==> config.mk <==
export PLATFORM = sky130hd
export DESIGN_NAME = iob_uart_fifo_core
export DESIGN_NICKNAME = d
export VERILOG_FILES = /design/src/rtl/iob_uart_fifo_core.sv
export SDC_FILE = /design/constraint.sdc
export NUM_CORES = 1
export LEC_CHECK = 0
export CAP_MARGIN = 10
export CELL_PAD_IN_SITES_DETAIL_PLACEMENT = 0
export CELL_PAD_IN_SITES_GLOBAL_PLACEMENT = 2
export CORE_MARGIN = 2
export CORE_UTILIZATION = 39
export CTS_BUF_LIST = sky130_fd_sc_hd__clkbuf_16
export CTS_CLUSTER_SIZE = 20
export DETAILED_ROUTE_END_ITERATION = 12
export PLACE_DENSITY_LB_ADDON = 0.12
export SYNTH_ARGS = -nofsm -noshare
export SYNTH_HDL_FRONTEND = slang
export SYNTH_SLANG_ARGS = --single-unit
export TNS_END_PERCENT = 20
==> constraint.sdc <==
create_clock -name clk_i -period 3.19 [get_ports clk_i]
set_input_delay 0.638 -clock clk_i [delete_from_list [all_inputs] [get_ports clk_i]]
set_output_delay 0.638 -clock clk_i [all_outputs]
set_load 0.03 [all_outputs]
==> src/rtl/iob_uart_fifo_core.sv <==
// UART core: TX/RX serialisers with runtime parity/stop selection, per-direction
// FIFOs, RTS/CTS flow control and sticky {overrun, frame, parity} error flags.
//
// state    | meaning
// ---------+----------------------------------------------------------
// S_IDLE   | line idle; TX waits for data+enable+CTS, RX waits for 1->0
// S_START  | start bit (RX: half-bit wait, false-start check)
// S_DATA   | DATA_W data bits, LSB first
// S_PARITY | optional parity bit
// S_STOP   | stop bit(s); RX samples only the first one
module iob_uart_fifo_core #(
  parameter int DATA_W      = 8,
  parameter int FIFO_ADDR_W = 4,
  parameter int DIV_W       = 16
) (
  input  logic                   clk_i,
  input  logic                   rst_n_i,
  input  logic                   rst_soft_i,
  input  logic                   tx_en_i,
  input  logic                   rx_en_i,
  input  logic [DIV_W-1:0]       bit_duration_i,
  input  logic                   parity_en_i,
  input  logic                   parity_odd_i,
  input  logic                   stop2_i,
  input  logic [DATA_W-1:0]      tx_data_i,
  input  logic                   tx_write_i,
  output logic                   tx_full_o,
  output logic [FIFO_ADDR_W:0]   tx_level_o,
  output logic                   tx_busy_o,
  output logic [DATA_W-1:0]      rx_data_o,
  input  logic                   rx_read_i,
  output logic                   rx_empty_o,
  output logic [FIFO_ADDR_W:0]   rx_level_o,
  output logic [2:0]             err_o,
  input  logic                   err_clr_i,
  input  logic                   rxd_i,
  output logic                   txd_o,
  input  logic                   cts_i,
  output logic                   rts_o
);

  localparam int DEPTH = 1 << FIFO_ADDR_W;
  localparam int LVL_W = FIFO_ADDR_W + 1;
  localparam int BIT_W = 3;

  typedef enum logic [2:0] {S_IDLE, S_START, S_DATA, S_PARITY, S_STOP} uart_state_e;

  logic clr;
  assign clr = !rst_n_i || rst_soft_i;

  logic [DIV_W-1:0] div_eff;
  assign div_eff = (bit_duration_i < DIV_W'(2)) ? DIV_W'(2) : bit_duration_i;

  // ---------------- TX FIFO ----------------
  logic [DATA_W-1:0]      tx_mem [DEPTH];
  logic [FIFO_ADDR_W-1:0] tx_wr_q, tx_rd_q;
  logic [LVL_W-1:0]       tx_lvl_q;
  logic                   tx_empty, tx_full, tx_pop, tx_pop_ok, tx_push_ok;

  assign tx_empty   = (tx_lvl_q == '0);
  assign tx_full    = (tx_lvl_q == LVL_W'(DEPTH));
  assign tx_pop_ok  = tx_pop && !tx_empty;
  assign tx_push_ok = tx_write_i && (!tx_full || tx_pop_ok);

  always_ff @(posedge clk_i) begin
    if (clr) begin
      tx_wr_q  <= '0;
      tx_rd_q  <= '0;
      tx_lvl_q <= '0;
    end else begin
      if (tx_push_ok) tx_wr_q <= tx_wr_q + 1'b1;
      if (tx_pop_ok)  tx_rd_q <= tx_rd_q + 1'b1;
      if (tx_push_ok && !tx_pop_ok)      tx_lvl_q <= tx_lvl_q + 1'b1;
      else if (!tx_push_ok && tx_pop_ok) tx_lvl_q <= tx_lvl_q - 1'b1;
    end
  end

  always_ff @(posedge clk_i) begin
    if (!clr && tx_push_ok) tx_mem[tx_wr_q] <= tx_data_i;
  end

  // ---------------- RX FIFO ----------------
  logic [DATA_W-1:0]      rx_mem [DEPTH];
  logic [FIFO_ADDR_W-1:0] rx_wr_q, rx_rd_q;
  logic [LVL_W-1:0]       rx_lvl_q;
  logic                   rx_empty, rx_full, rx_push, rx_pop_ok, rx_push_ok, rx_ovr;
  logic [DATA_W-1:0]      rx_push_data;

  assign rx_empty   = (rx_lvl_q == '0);
  assign rx_full    = (rx_lvl_q == LVL_W'(DEPTH));
  assign rx_pop_ok  = rx_read_i && !rx_empty;
  assign rx_push_ok = rx_push && (!rx_full || rx_pop_ok);
  assign rx_ovr     = rx_push && rx_full && !rx_pop_ok;

  always_ff @(posedge clk_i) begin
    if (clr) begin
      rx_wr_q  <= '0;
      rx_rd_q  <= '0;
      rx_lvl_q <= '0;
    end else begin
      if (rx_push_ok) rx_wr_q <= rx_wr_q + 1'b1;
      if (rx_pop_ok)  rx_rd_q <= rx_rd_q + 1'b1;
      if (rx_push_ok && !rx_pop_ok)      rx_lvl_q <= rx_lvl_q + 1'b1;
      else if (!rx_push_ok && rx_pop_ok) rx_lvl_q <= rx_lvl_q - 1'b1;
    end
  end

  always_ff @(posedge clk_i) begin
    if (!clr && rx_push_ok) rx_mem[rx_wr_q] <= rx_push_data;
  end

  // ---------------- synchronisers ----------------
  logic [1:0] cts_sync_q, rx_sync_q;
  logic       rxd_prev_q;
  logic       cts_s, rxd_s;

  always_ff @(posedge clk_i) begin
    if (clr) begin
      cts_sync_q <= 2'b00;
      rx_sync_q  <= 2'b11;
      rxd_prev_q <= 1'b1;
    end else begin
      cts_sync_q <= {cts_sync_q[0], cts_i};
      rx_sync_q  <= {rx_sync_q[0], rxd_i};
      rxd_prev_q <= rxd_s;
    end
  end

  assign cts_s = cts_sync_q[1];
  assign rxd_s = rx_sync_q[1];

  // ---------------- TX FSM ----------------
  uart_state_e       tx_state_q, tx_state_d;
  logic [DIV_W-1:0]  tx_cnt_q, tx_cnt_d, tx_div_q, tx_div_d;
  logic [DATA_W-1:0] tx_sh_q, tx_sh_d;
  logic [BIT_W-1:0]  tx_bit_q, tx_bit_d;
  logic              tx_par_q, tx_par_d, tx_pen_q, tx_pen_d;
  logic              tx_stop2_q, tx_stop2_d, tx_second_q, tx_second_d;
  logic              txd_q, txd_d, tx_busy_q, tx_busy_d;

  always_comb begin
    tx_state_d  = tx_state_q;
    tx_cnt_d    = tx_cnt_q;
    tx_div_d    = tx_div_q;
    tx_sh_d     = tx_sh_q;
    tx_bit_d    = tx_bit_q;
    tx_par_d    = tx_par_q;
    tx_pen_d    = tx_pen_q;
    tx_stop2_d  = tx_stop2_q;
    tx_second_d = tx_second_q;
    tx_pop      = 1'b0;
    unique case (tx_state_q)
      S_IDLE: begin
        if (tx_en_i && !tx_empty && cts_s) begin
          tx_state_d = S_START;
          tx_pop     = 1'b1;
          tx_div_d   = div_eff;
          tx_cnt_d   = div_eff - DIV_W'(1);
          tx_sh_d    = tx_mem[tx_rd_q];
          tx_par_d   = (^tx_mem[tx_rd_q]) ^ parity_odd_i;
          tx_pen_d   = parity_en_i;
          tx_stop2_d = stop2_i;
        end
      end
      S_START: begin
        if (tx_cnt_q == '0) begin
          tx_state_d = S_DATA;
          tx_cnt_d   = tx_div_q - DIV_W'(1);
          tx_bit_d   = '0;
        end else tx_cnt_d = tx_cnt_q - DIV_W'(1);
      end
      S_DATA: begin
        if (tx_cnt_q == '0) begin
          tx_cnt_d = tx_div_q - DIV_W'(1);
          tx_sh_d  = tx_sh_q >> 1;
          if (tx_bit_q == BIT_W'(DATA_W - 1)) begin
            tx_state_d  = tx_pen_q ? S_PARITY : S_STOP;
            tx_second_d = 1'b0;
          end else tx_bit_d = tx_bit_q + 1'b1;
        end else tx_cnt_d = tx_cnt_q - DIV_W'(1);
      end
      S_PARITY: begin
        if (tx_cnt_q == '0) begin
          tx_state_d  = S_STOP;
          tx_cnt_d    = tx_div_q - DIV_W'(1);
          tx_second_d = 1'b0;
        end else tx_cnt_d = tx_cnt_q - DIV_W'(1);
      end
      S_STOP: begin
        if (tx_cnt_q == '0) begin
          if (tx_stop2_q && !tx_second_q) begin
            tx_second_d = 1'b1;
            tx_cnt_d    = tx_div_q - DIV_W'(1);
          end else tx_state_d = S_IDLE;
        end else tx_cnt_d = tx_cnt_q - DIV_W'(1);
      end
      default: tx_state_d = S_IDLE;
    endcase
  end

  // Line level and busy follow the current state, so both lag it by one cycle.
  always_comb begin
    txd_d = 1'b1;
    unique case (tx_state_q)
      S_START:  txd_d = 1'b0;
      S_DATA:   txd_d = tx_sh_q[0];
      S_PARITY: txd_d = tx_par_q;
      default:  txd_d = 1'b1;
    endcase
    tx_busy_d = (tx_state_q != S_IDLE) || !tx_empty;
  end

  always_ff @(posedge clk_i) begin
    if (clr) begin
      tx_state_q  <= S_IDLE;
      tx_cnt_q    <= '0;
      tx_div_q    <= DIV_W'(2);
      tx_sh_q     <= '0;
      tx_bit_q    <= '0;
      tx_par_q    <= 1'b0;
      tx_pen_q    <= 1'b0;
      tx_stop2_q  <= 1'b0;
      tx_second_q <= 1'b0;
      txd_q       <= 1'b1;
      tx_busy_q   <= 1'b0;
    end else begin
      tx_state_q  <= tx_state_d;
      tx_cnt_q    <= tx_cnt_d;
      tx_div_q    <= tx_div_d;
      tx_sh_q     <= tx_sh_d;
      tx_bit_q    <= tx_bit_d;
      tx_par_q    <= tx_par_d;
      tx_pen_q    <= tx_pen_d;
      tx_stop2_q  <= tx_stop2_d;
      tx_second_q <= tx_second_d;
      txd_q       <= txd_d;
      tx_busy_q   <= tx_busy_d;
    end
  end

  // ---------------- RX FSM ----------------
  uart_state_e       rx_state_q, rx_state_d;
  logic [DIV_W-1:0]  rx_cnt_q, rx_cnt_d, rx_div_q, rx_div_d;
  logic [DATA_W-1:0] rx_sh_q, rx_sh_d;
  logic [BIT_W-1:0]  rx_bit_q, rx_bit_d;
  logic              rx_pen_q, rx_pen_d, rx_odd_q, rx_odd_d, rx_perr_q, rx_perr_d;
  logic              set_ferr, set_perr;

  assign rx_push_data = rx_sh_q;

  always_comb begin
    rx_state_d = rx_state_q;
    rx_cnt_d   = rx_cnt_q;
    rx_div_d   = rx_div_q;
    rx_sh_d    = rx_sh_q;
    rx_bit_d   = rx_bit_q;
    rx_pen_d   = rx_pen_q;
    rx_odd_d   = rx_odd_q;
    rx_perr_d  = rx_perr_q;
    rx_push    = 1'b0;
    set_ferr   = 1'b0;
    set_perr   = 1'b0;
    if (!rx_en_i) begin
      rx_state_d = S_IDLE;
    end else begin
      unique case (rx_state_q)
        S_IDLE: begin
          if (rxd_prev_q && !rxd_s) begin
            rx_state_d = S_START;
            rx_div_d   = div_eff;
            rx_cnt_d   = (div_eff >> 1) - DIV_W'(1);
            rx_pen_d   = parity_en_i;
            rx_odd_d   = parity_odd_i;
            rx_perr_d  = 1'b0;
          end
        end
        S_START: begin
          if (rx_cnt_q == '0) begin
            if (rxd_s) rx_state_d = S_IDLE;
            else begin
              rx_state_d = S_DATA;
              rx_cnt_d   = rx_div_q - DIV_W'(1);
              rx_bit_d   = '0;
            end
          end else rx_cnt_d = rx_cnt_q - DIV_W'(1);
        end
        S_DATA: begin
          if (rx_cnt_q == '0) begin
            rx_cnt_d = rx_div_q - DIV_W'(1);
            rx_sh_d  = {rxd_s, rx_sh_q[DATA_W-1:1]};
            if (rx_bit_q == BIT_W'(DATA_W - 1)) rx_state_d = rx_pen_q ? S_PARITY : S_STOP;
            else rx_bit_d = rx_bit_q + 1'b1;
          end else rx_cnt_d = rx_cnt_q - DIV_W'(1);
        end
        S_PARITY: begin
          if (rx_cnt_q == '0) begin
            rx_perr_d  = rxd_s != ((^rx_sh_q) ^ rx_odd_q);
            rx_state_d = S_STOP;
            rx_cnt_d   = rx_div_q - DIV_W'(1);
          end else rx_cnt_d = rx_cnt_q - DIV_W'(1);
        end
        S_STOP: begin
          // Errors are reported together with the push of the offending byte.
          if (rx_cnt_q == '0) begin
            rx_push    = 1'b1;
            set_ferr   = !rxd_s;
            set_perr   = rx_perr_q;
            rx_state_d = S_IDLE;
          end else rx_cnt_d = rx_cnt_q - DIV_W'(1);
        end
        default: rx_state_d = S_IDLE;
      endcase
    end
  end

  always_ff @(posedge clk_i) begin
    if (clr) begin
      rx_state_q <= S_IDLE;
      rx_cnt_q   <= '0;
      rx_div_q   <= DIV_W'(2);
      rx_sh_q    <= '0;
      rx_bit_q   <= '0;
      rx_pen_q   <= 1'b0;
      rx_odd_q   <= 1'b0;
      rx_perr_q  <= 1'b0;
    end else begin
      rx_state_q <= rx_state_d;
      rx_cnt_q   <= rx_cnt_d;
      rx_div_q   <= rx_div_d;
      rx_sh_q    <= rx_sh_d;
      rx_bit_q   <= rx_bit_d;
      rx_pen_q   <= rx_pen_d;
      rx_odd_q   <= rx_odd_d;
      rx_perr_q  <= rx_perr_d;
    end
  end

  // ---------------- errors and flow control ----------------
  logic [2:0] err_q, err_d;
  logic       rts_q, rts_d;

  always_comb begin
    err_d = (err_clr_i ? 3'b000 : err_q) | {rx_ovr, set_ferr, set_perr};
    rts_d = rx_en_i && (rx_lvl_q <= LVL_W'(DEPTH - 2));
  end

  always_ff @(posedge clk_i) begin
    if (clr) begin
      err_q <= 3'b000;
      rts_q <= 1'b0;
    end else begin
      err_q <= err_d;
      rts_q <= rts_d;
    end
  end

  assign tx_full_o  = tx_full;
  assign tx_level_o = tx_lvl_q;
  assign tx_busy_o  = tx_busy_q;
  assign rx_data_o  = rx_empty ? '0 : rx_mem[rx_rd_q];
  assign rx_empty_o = rx_empty;
  assign rx_level_o = rx_lvl_q;
  assign err_o      = err_q;
  assign txd_o      = txd_q;
  assign rts_o      = rts_q;

endmodule

==> metrics.md <==
| Metric | Value |
|---|---|
| Pin count of the biggest net entering global routing | 50 |
| Post-synth EDFFs | 256 |
| CP Cell Sequence | buf_16 -> buf_6 -> mux4_2 -> mux4_2 -> nor2b_1 -> buf_4 |
| Drt drc | 0 |
| Status | finished with violations |
| Syn_area_per_cell | 12.5 sq um |
| HP Class | flop to flop |
| Total Power | 10800 uW |
| Share of layout cells above drive strength 1 | 21.1% |
| Antenna violations before repair | 0 |
| Most area-consuming cells after synthesis | edfxtp_1, dfxtp_1, mux4_2, nor2_1, nand2_1 |
| Worst slew margin | 51.5% |
| Setup slack, reg-to-reg | 0.09 ns |
| Tightest Pin Transition | 0.728 ns |
| Asr flop ratio synth | 0% |
| Crit-path slowest cell | mux4_2 |
| Failing checks | setup timing |
| Critical Path Sink | rx_data_o[4] |
| Routed WL per cell | 20.0 microns |
| Ant diodes | 0 |
| Final WS setup | -0.0442 ns |
| CP required | 2.55 ns |
| Pre-antenna DRT Iters | 5 |
| Routed Wire Length | 45000 microns |
| Sink Count | 400 |
| WP depth | 6 |
| Die Span Y | 219 microns |
| Crit path largest cell delay | 0.53 ns |
| Max Cap Viol | 0 |
| Worst R2R Start | rx_cnt_q[7] |
| CTS Buf Count | 44 |
| Largest area contributor in the netlist | edfxtp_1 |
| FP Rows | 78 |
| Fin util | 47.7% |
| Netlist cell types | 83 |
| Max Buffers Root-to-Sink | 3 |
| Final ANT Viol Nets | 0 |
| Mapped cell area | 18000 sq um |
| Yosys reg bits | 400 |
| Die area | 47900 sq um |
| Hold slack | 0.411 ns |
| Post-layout instance area | 21700 sq um |
| First-pass GRT wire length | 70200 microns |
| Pwr dens | 499 nW/um^2 |
| Syn nets | 1507 |
| Final period utilization | 101% |
| Core Area | 45500 sq um |
| Final nets | 1681 |
| Hold bufs inserted after CTS | 0 |
| Critical path data arrival time | 2.60 ns |
| DR vias | 11700 |
| Clk pin slew, worst setup/hold paths | 0.06 ns |
| IO Pins | 63 |
| Later-pin clock latency in the skew report | 0.58 ns |
| Area after DPL | 20200 sq um |
| Pre-CTS setup slack | -0.335 ns |
| Initial core utilization | 39.6% |
| Final Setup Violations | 8 |
| Hpwl dp | 30100 microns |
| Most used flip-flop cell after synthesis | edfxtp_1 |
| Buffers on Ports | 62 |
| Gate Count Post-Synth | 1441 |
| Leakage Power | 0.00756 uW |
| FF-to-FF path depth | 12 |
| Setup Skew | 0.0134 ns |
| WP buf/inv | 3 |
| Root buf cell | clkbuf_16 |
| Final hold viol count | 0 |
| Peak Freq | 309 MHz |
| Unrepaired setup endpoints after global routing | yes |
| Period minus WS final | 3.23 ns |
| Via density | 5.22 |
| GRT overflow | 0 |
| Area Overhead vs Synth | 20.5% |
| Peak VDD IR | 0.424 mV |
| Vias in the first global route | 11800 |
| CTS tree | done |
| Crit-path leading delay family | multiplexers |
| Synth top area share | 42.7% |
| H-tree Lvls | 2 |
| Die X | 219 microns |
| Critical path launch point type | flop |
| Register area share after synthesis | 58.7% |
| Synth warn | 0 |
| Crit-path most repeated cell | mux4_2 |
| RD Place Congestion | 0.803 |
| Crit Path Class | flop to output port |
| Crit. End Element | output port |
| CP Max Fanout | 8 |
| DR iter-0 viols | 734 |
| GRT Total Usage | 19.3% |
| Reg2reg end | rx_level_o[4] |
| Count of final max-slew check failures | 0 |
[registers in the layout, summed over array words and instances, names as in the netlist, 4 cells and up, named ones only]
name / cells
rx_cnt_q: 16
rx_div_q: 16
rx_level_o: 5
rx_mem: 128
rx_push_data: 8
rx_rd_q: 4
rx_wr_q: 4
tx_cnt_q: 16
tx_div_q: 16
tx_level_o: 5
tx_mem: 128
tx_rd_q: 4
tx_sh_q: 8
tx_wr_q: 4
[through the flow]
stage | instances | TNS (ns)
after global routing | 2250 | -0.802
final | 2250 | -0.139
after CTS | 2248 | -0.510
after floorplan | 1441 | -0.0555
after global placement | 2159 | -0.845
after detailed placement | 2159 | -1.40
[Yosys cell counts (9+ instances only)]
cell and number:
a211oi_1 26, a21o_1 9, a21oi_1 95, a31oi_1 10, buf_1 9, clkbuf_1 53, dfxtp_1 144, edfxtp_1 256
ha_1 27, inv_1 20, mux2i_1 25, mux4_2 76, nand2_1 148, nand2b_1 13, nand3_1 25, nand4_1 9
nor2_1 154, nor2b_1 20, nor3_1 32, nor4_1 14, o211ai_1 11, o21ai_0 32, or3_1 10, xnor2_1 48
xor2_1 27
[how the worst min path moves through the flow]
| stage | start | to | slack [ns] | cells after the start |
|---|---|---|---|---|
| floorplan | rx_sync_q[0] | rx_sync_q[1] | 0.39 | 1 |
| global placement | rx_sync_q[0] | rx_sync_q[1] | 0.39 | 1 |
| detailed placement | rx_sync_q[0] | rx_sync_q[1] | 0.40 | 1 |
| CTS | rx_sync_q[0] | rx_sync_q[1] | 0.42 | 1 |
| global route | rx_sync_q[0] | rx_sync_q[1] | 0.44 | 1 |
| finish | rx_sync_q[0] | rx_sync_q[1] | 0.41 | 1 |
[cells in the final DEF, fill, tap and decap left out, drive strengths merged, types with 10 or more instances in the layout]
cell and instances:
a211oi 28, a21oi 95, a31oi 10, buf 154, clkbuf 45, clkdlybuf4s50 53, clkinv 22, dfxtp 144
edfxtp 256, ha 27, inv 35, mux2i 25, mux4 76, nand2 153, nand2b 13, nand3 27
nor2 155, nor2b 20, nor3 37, nor4 18, o211ai 11, o21ai 34, or3 11, xnor2 50
xor2 27
[where the power goes]
group	total (uW)	internal, uW	switching, uW	leakage (uW)
Clock	4890	2800	2090	0.000727
Combinational	461	189	271	0.00327
Sequential	5500	5490	9.36	0.00357
[per-layer routing]
metal | global-route usage [%] | up-vias | part of all wire, %
met2 | 30.3 | 222 | 46
met4 | 5.52 | 0 | 2.0
met3 | 3.09 | 58 | 4.3
met5 | 0 | - | 0
met1 | 27.6 | 5744 | 48
li1 | - | 5724 | -
[worst reg2reg max path, stage by stage, from the launching register on]
cell     delay [ns]
dfxtp_1        0.31
or4_1          0.60
nor3_4         0.28
nand2_4        0.09
nor4b_4        0.26
ha_2           0.24
inv_2          0.06
fa_2           0.34
a21o_1         0.18
a21oi_2        0.14
xnor2_1        0.08
or3_1          0.30
a21oi_1        0.14
[timing repair]
item / 4_1_cts / 5_1_grt
buffers inserted: 6 / 2
gates cloned: 2 / 0
setup endpoints to repair: 9 / 11
gates resized for setup: 43 / 3
pin swaps: 0 / 2
[area by class of cell]
cell class / count / area (sq um)
clock inverter: 36 / 260
sequential: 400 / 10600
timing repair buffer: 209 / 1860
multi-input combinational: 936 / 7050
clock buffer: 45 / 1130
tap: 600 / 751
fill: 4150 / 23800
inverter: 24 / 90.1
[kinds of logic (layout without fill, tap and decap cells)]
| kind of cell | after synthesis | in the layout | share of synthesized area, % |
|---|---|---|---|
| AOI/OAI and AO/OA | 236 | 236 | 8.28 |
| xor gates and xnor gates | 78 | 78 | 3.95 |
| adders and majority gates | 29 | 29 | 2.10 |
| buffers and inverters | 105 | 314 | 2.55 |
| DFF | 400 | 400 | 58.7 |
| muxes | 103 | 103 | 11.0 |
| and+or+nand+nor | 490 | 490 | 13.5 |
(Power assumes the default switching activity.)
==> RTL change 1 (config.mk and constraints unchanged) <==
Set the parameter `DIV_W` to 12 (it was 16).
--- a/src/rtl/iob_uart_fifo_core.sv
+++ b/src/rtl/iob_uart_fifo_core.sv
@@ -11,7 +11,7 @@
 module iob_uart_fifo_core #(
   parameter int DATA_W      = 8,
   parameter int FIFO_ADDR_W = 4,
-  parameter int DIV_W       = 16
+  parameter int DIV_W       = 12
 ) (
   input  logic                   clk_i,
   input  logic                   rst_n_i,
Ports: changed (resized bit_duration_i); port bits go from 63 to 59. No check against the original RTL was run, so the function may have changed too.
==> RTL change 1 against the original RTL <==
  * Total power down 6.8%
  * Largest cell class unchanged
  * Sequential cell count decreased by 16
  * Cell area is 7.2% lower
  * Highest routed layer unchanged
  * Critical endpoint is now rx_data_o[0]
  * Via count shrank 12%
  * The run still ends with setup timing left
  * Synthesized area fell by 6.5%
  * Worst setup slack gained 0.043 ns
  * Count of clock-buffer cells in the layout is 1 lower
  * Routed wire length down 16%
==> RTL change 1: results (changes against the original RTL) <==
INFO  metric run_status = finished with violations (unchanged)
INFO  metric violations = setup timing (unchanged)
INFO  metric globalRouteTotalUtil = 0.1761 (was 0.1926)
INFO  metric synth.distinct_cells = 71 (was 83)
INFO  metric p_leak = 6.963 nW (was 7.561 nW)
INFO  metric fillerInstances = 3858 (was 4150)
INFO  metric share_comb_of_total_power = 0.037 (was 0.042)
INFO  metric pg_comb = 0.370 mW (was 0.461 mW)
INFO  metric final_net_count = 1486 (was 1681)
INFO  metric post-place-cells = 1958 (was 2159)
INFO  metric clock_skew = 0.01902 ns (was 0.01335 ns)
INFO  metric synth_compound_area_frac = 0.07076 (was 0.08275)
INFO  metric avgSynthCellArea = 13.15 sq um (was 12.51 sq um)
INFO  metric fin_ws = -0.001265 ns (was -0.04416 ns)
INFO  metric drt_iter0_markers = 561 (was 734)
INFO  metric share_of_final_layout_standard_cells_stronger_than_drive_strength_1 = 0.1997 (was 0.2109)
INFO  metric r2r_setup_slack = 0.15 ns (was 0.09 ns)
INFO  metric power.ir.vdd_worst = 0.0004379 V (was 0.0004242 V)
INFO  metric grt_pass1_vias = 10610 (was 11800)
INFO  metric dp.final_hpwl = 25550 um (was 30130 um)
INFO  metric timing_endpoint_of_the_critical_path = rx_data_o[0] (was rx_data_o[4])
INFO  metric grt_max_degree = 68 (was 50)
INFO  metric first_pass_grt_wire_length = 60840 um (was 70240 um)
INFO  metric detail_route.vias_per_cell = 5.061 (was 5.221)
INFO  metric max-slew-margin-rel = 0.3483 (was 0.5147)
INFO  metric post_synthesis_mux_area_share = 0.1210 (was 0.1101)
INFO  metric final_setup_violations = 1 (was 8)
INFO  metric detail_route.wirelength = 38040 um (was 45030 um)
INFO  metric clk-power = 4.45 mW (was 4.89 mW)
INFO  metric setup_total_negative_slack = -0.001265 ns (was -0.1385 ns)
INFO  metric port_buffers = 58 (was 62)
INFO  metric cts_inserted_buffers = 43 (was 44)
## RTL change 1: metal layers
layer,wire length [um],GRT usage
met3,1342,0.02789
met5,0,0
met4,626,0.04711
met1,18120,0.2460
met2,17950,0.2868
## RTL change 1: cell type report
class | instances | area, sq um | share of cell area
clock buffers | 44 | 1101 | 0.05465
clock inverters | 34 | 171.4 | 0.008508
inverters | 26 | 97.59 | 0.004844
multi-input cells | 802 | 6245 | 0.3099
flip-flops and latches | 384 | 10260 | 0.5093
well taps | 585 | 732.0 | 0.03633
repair buffers | 167 | 1540 | 0.07645
## RTL change 1: repair_timing
action                     CTS  global route
setup buffers                2             1
setup endpoints to repair    8            11
pin swaps                    1             2
gates cloned                 2             1
gates resized for setup     41            10
## RTL change 1: worst max-delay path: cells and delay by family (launching register included)
kind,cells,cell delay [ns]
muxes,2,1.00
buffers and inverters,2,0.44
DFF,1,0.40
and+or+nand+nor,1,0.15
==> RTL change 2 (config.mk and constraints unchanged) <==
Without the edit above. Register the output `rx_level_o` once more, without a reset; this adds one clock of latency there. The other outputs are not delayed to match.
--- a/src/rtl/iob_uart_fifo_core.sv
+++ b/src/rtl/iob_uart_fifo_core.sv
@@ -359,7 +359,9 @@
   assign tx_busy_o  = tx_busy_q;
   assign rx_data_o  = rx_empty ? '0 : rx_mem[rx_rd_q];
   assign rx_empty_o = rx_empty;
-  assign rx_level_o = rx_lvl_q;
+  always_ff @(posedge clk_i) begin
+    rx_level_o <= rx_lvl_q;
+  end
   assign err_o      = err_q;
   assign txd_o      = txd_q;
   assign rts_o      = rts_q;
Behaviour: no difference found for any inputs over 4 cycles, from zero or initial values; that may be too few to reach the edited logic, so the function may still have changed.
==> RTL change 2 against the original RTL <==
  * The run still ends with setup timing left
  * Cell area rose by 0.82%
  * Fmax is 2.2% lower
  * Synthesized cell count is 1.5% higher
  * Routed wire length rose by 1.6%
  * Sequential cell count grew 5
  * Total power increased by 4.7%
  * Worst setup slack worse by 0.072 ns
  * Critical path depth stayed put
  * Combinational power down 2%
  * Sequential power increased by 1%
  * Die area is 0.29% lower
  * Clock power is 9.4% higher
  * Synthesized area is 0.30% lower
  * Highest routed layer unchanged
==> RTL change 2: results (changes against the original RTL) <==
INFO  metric p_leak = 7.568 nW (was 7.561 nW)
INFO  metric route.vias.total = 11930 (was 11750)
INFO  metric pre_cts_slack = -0.3636 ns (was -0.3347 ns)
INFO  metric worstSkewPairLatency = 0.60 ns (was 0.58 ns)
INFO  metric sequential_share_of_the_synthesized_area = 0.5938 (was 0.5865)
INFO  metric seq_area = 0.01068 sq mm (was 0.01058 sq mm)
INFO  metric fin_ws = -0.1162 ns (was -0.04416 ns)
INFO  metric flow.area_growth_from_synthesis = 21.82% (was 20.47%)
INFO  metric run_status = finished with violations (unchanged)
INFO  metric clock_buffer_count = 48 (was 45)
INFO  metric synthXorXnorAreaFrac = 0.03732 (was 0.03950)
INFO  metric post_synthesis_mux_area_share = 0.1048 (was 0.1101)
INFO  metric min_path_cells = 0 (was 1)
INFO  metric grt_max_degree = 49 (was 50)
INFO  metric drt_iter0_markers = 822 (was 734)
INFO  metric layout.comb_gates.multi_input = 946 (was 936)
INFO  metric final_setup_violations = 8 (unchanged)
INFO  metric dp.final_hpwl = 30890 um (was 30130 um)
INFO  metric place_area = 0.02024 sq mm (was 0.02019 sq mm)
INFO  metric numSequentialCells = 405 (was 400)
INFO  metric place_congestion = 0.7873 (was 0.8025)
INFO  metric share_of_final_layout_standard_cells_stronger_than_drive_strength_1 = 0.2004 (was 0.2109)
INFO  metric area_share_nonclk_buffers = 0.08500 (was 0.08575)
INFO  metric max_stage_delay = 0.50 ns (was 0.53 ns)
INFO  metric globalRouteTotalUtil = 0.1942 (was 0.1926)
INFO  metric fillerInstances = 4094 (was 4150)
INFO  metric power.net_switching = 2.466 mW (was 2.366 mW)
INFO  metric met2RoutedLength = 21340 um (was 20660 um)
INFO  metric multi_input_gate_share_of_total_cell_area = 0.3174 (was 0.3245)
INFO  metric hold_end = rx_level_o[4] (was rx_sync_q[1])
INFO  metric synth.top_cells.by_area = sky130_fd_sc_hd__edfxtp_1, sky130_fd_sc_hd__dfxtp_1, sky130_fd_sc_hd__mux4_2 (unchanged)
INFO  metric crit_path_max_fanout = 7 (was 8)
INFO  metric cts_inserted_buffers = 46 (was 44)
INFO  metric share_comb_of_total_power = 0.040 (was 0.042)
INFO  metric violations = setup timing (unchanged)
-- RTL change 2: metal layers --
layer / GRT usage / vias to the layer above
li1: - / 5817
met1: 0.2753 / 5820
met2: 0.3083 / 233
met3: 0.03591 / 61
met4: 0.04739 / 0
met5: 0 / -
-- RTL change 2: per-stage QoR --
step | hold slack, ns | std cells | TNS (ns)
final | 0.4118 | 2272 | -0.5808
after global routing | 0.4385 | 2272 | -1.427
after CTS | 0.4152 | 2270 | -0.9773
after detailed placement | 0.4080 | 2179 | -4.005
after global placement | 0.4052 | 2179 | -3.402
after floorplan | 0.3791 | 1463 | -3.079
-- RTL change 2: worst reg2reg max path: cells and delay by family (launching register included) --
kind / cells / cell delay, ns
AND/OR/NAND/NOR: 5 / 1.71
buffers and inverters: 1 / 0.05
flip-flops: 1 / 0.32
XOR/XNOR: 1 / 0.08
adder cells (fa/ha/maj): 2 / 0.47
AO/OA/AOI/OAI: 3 / 0.46
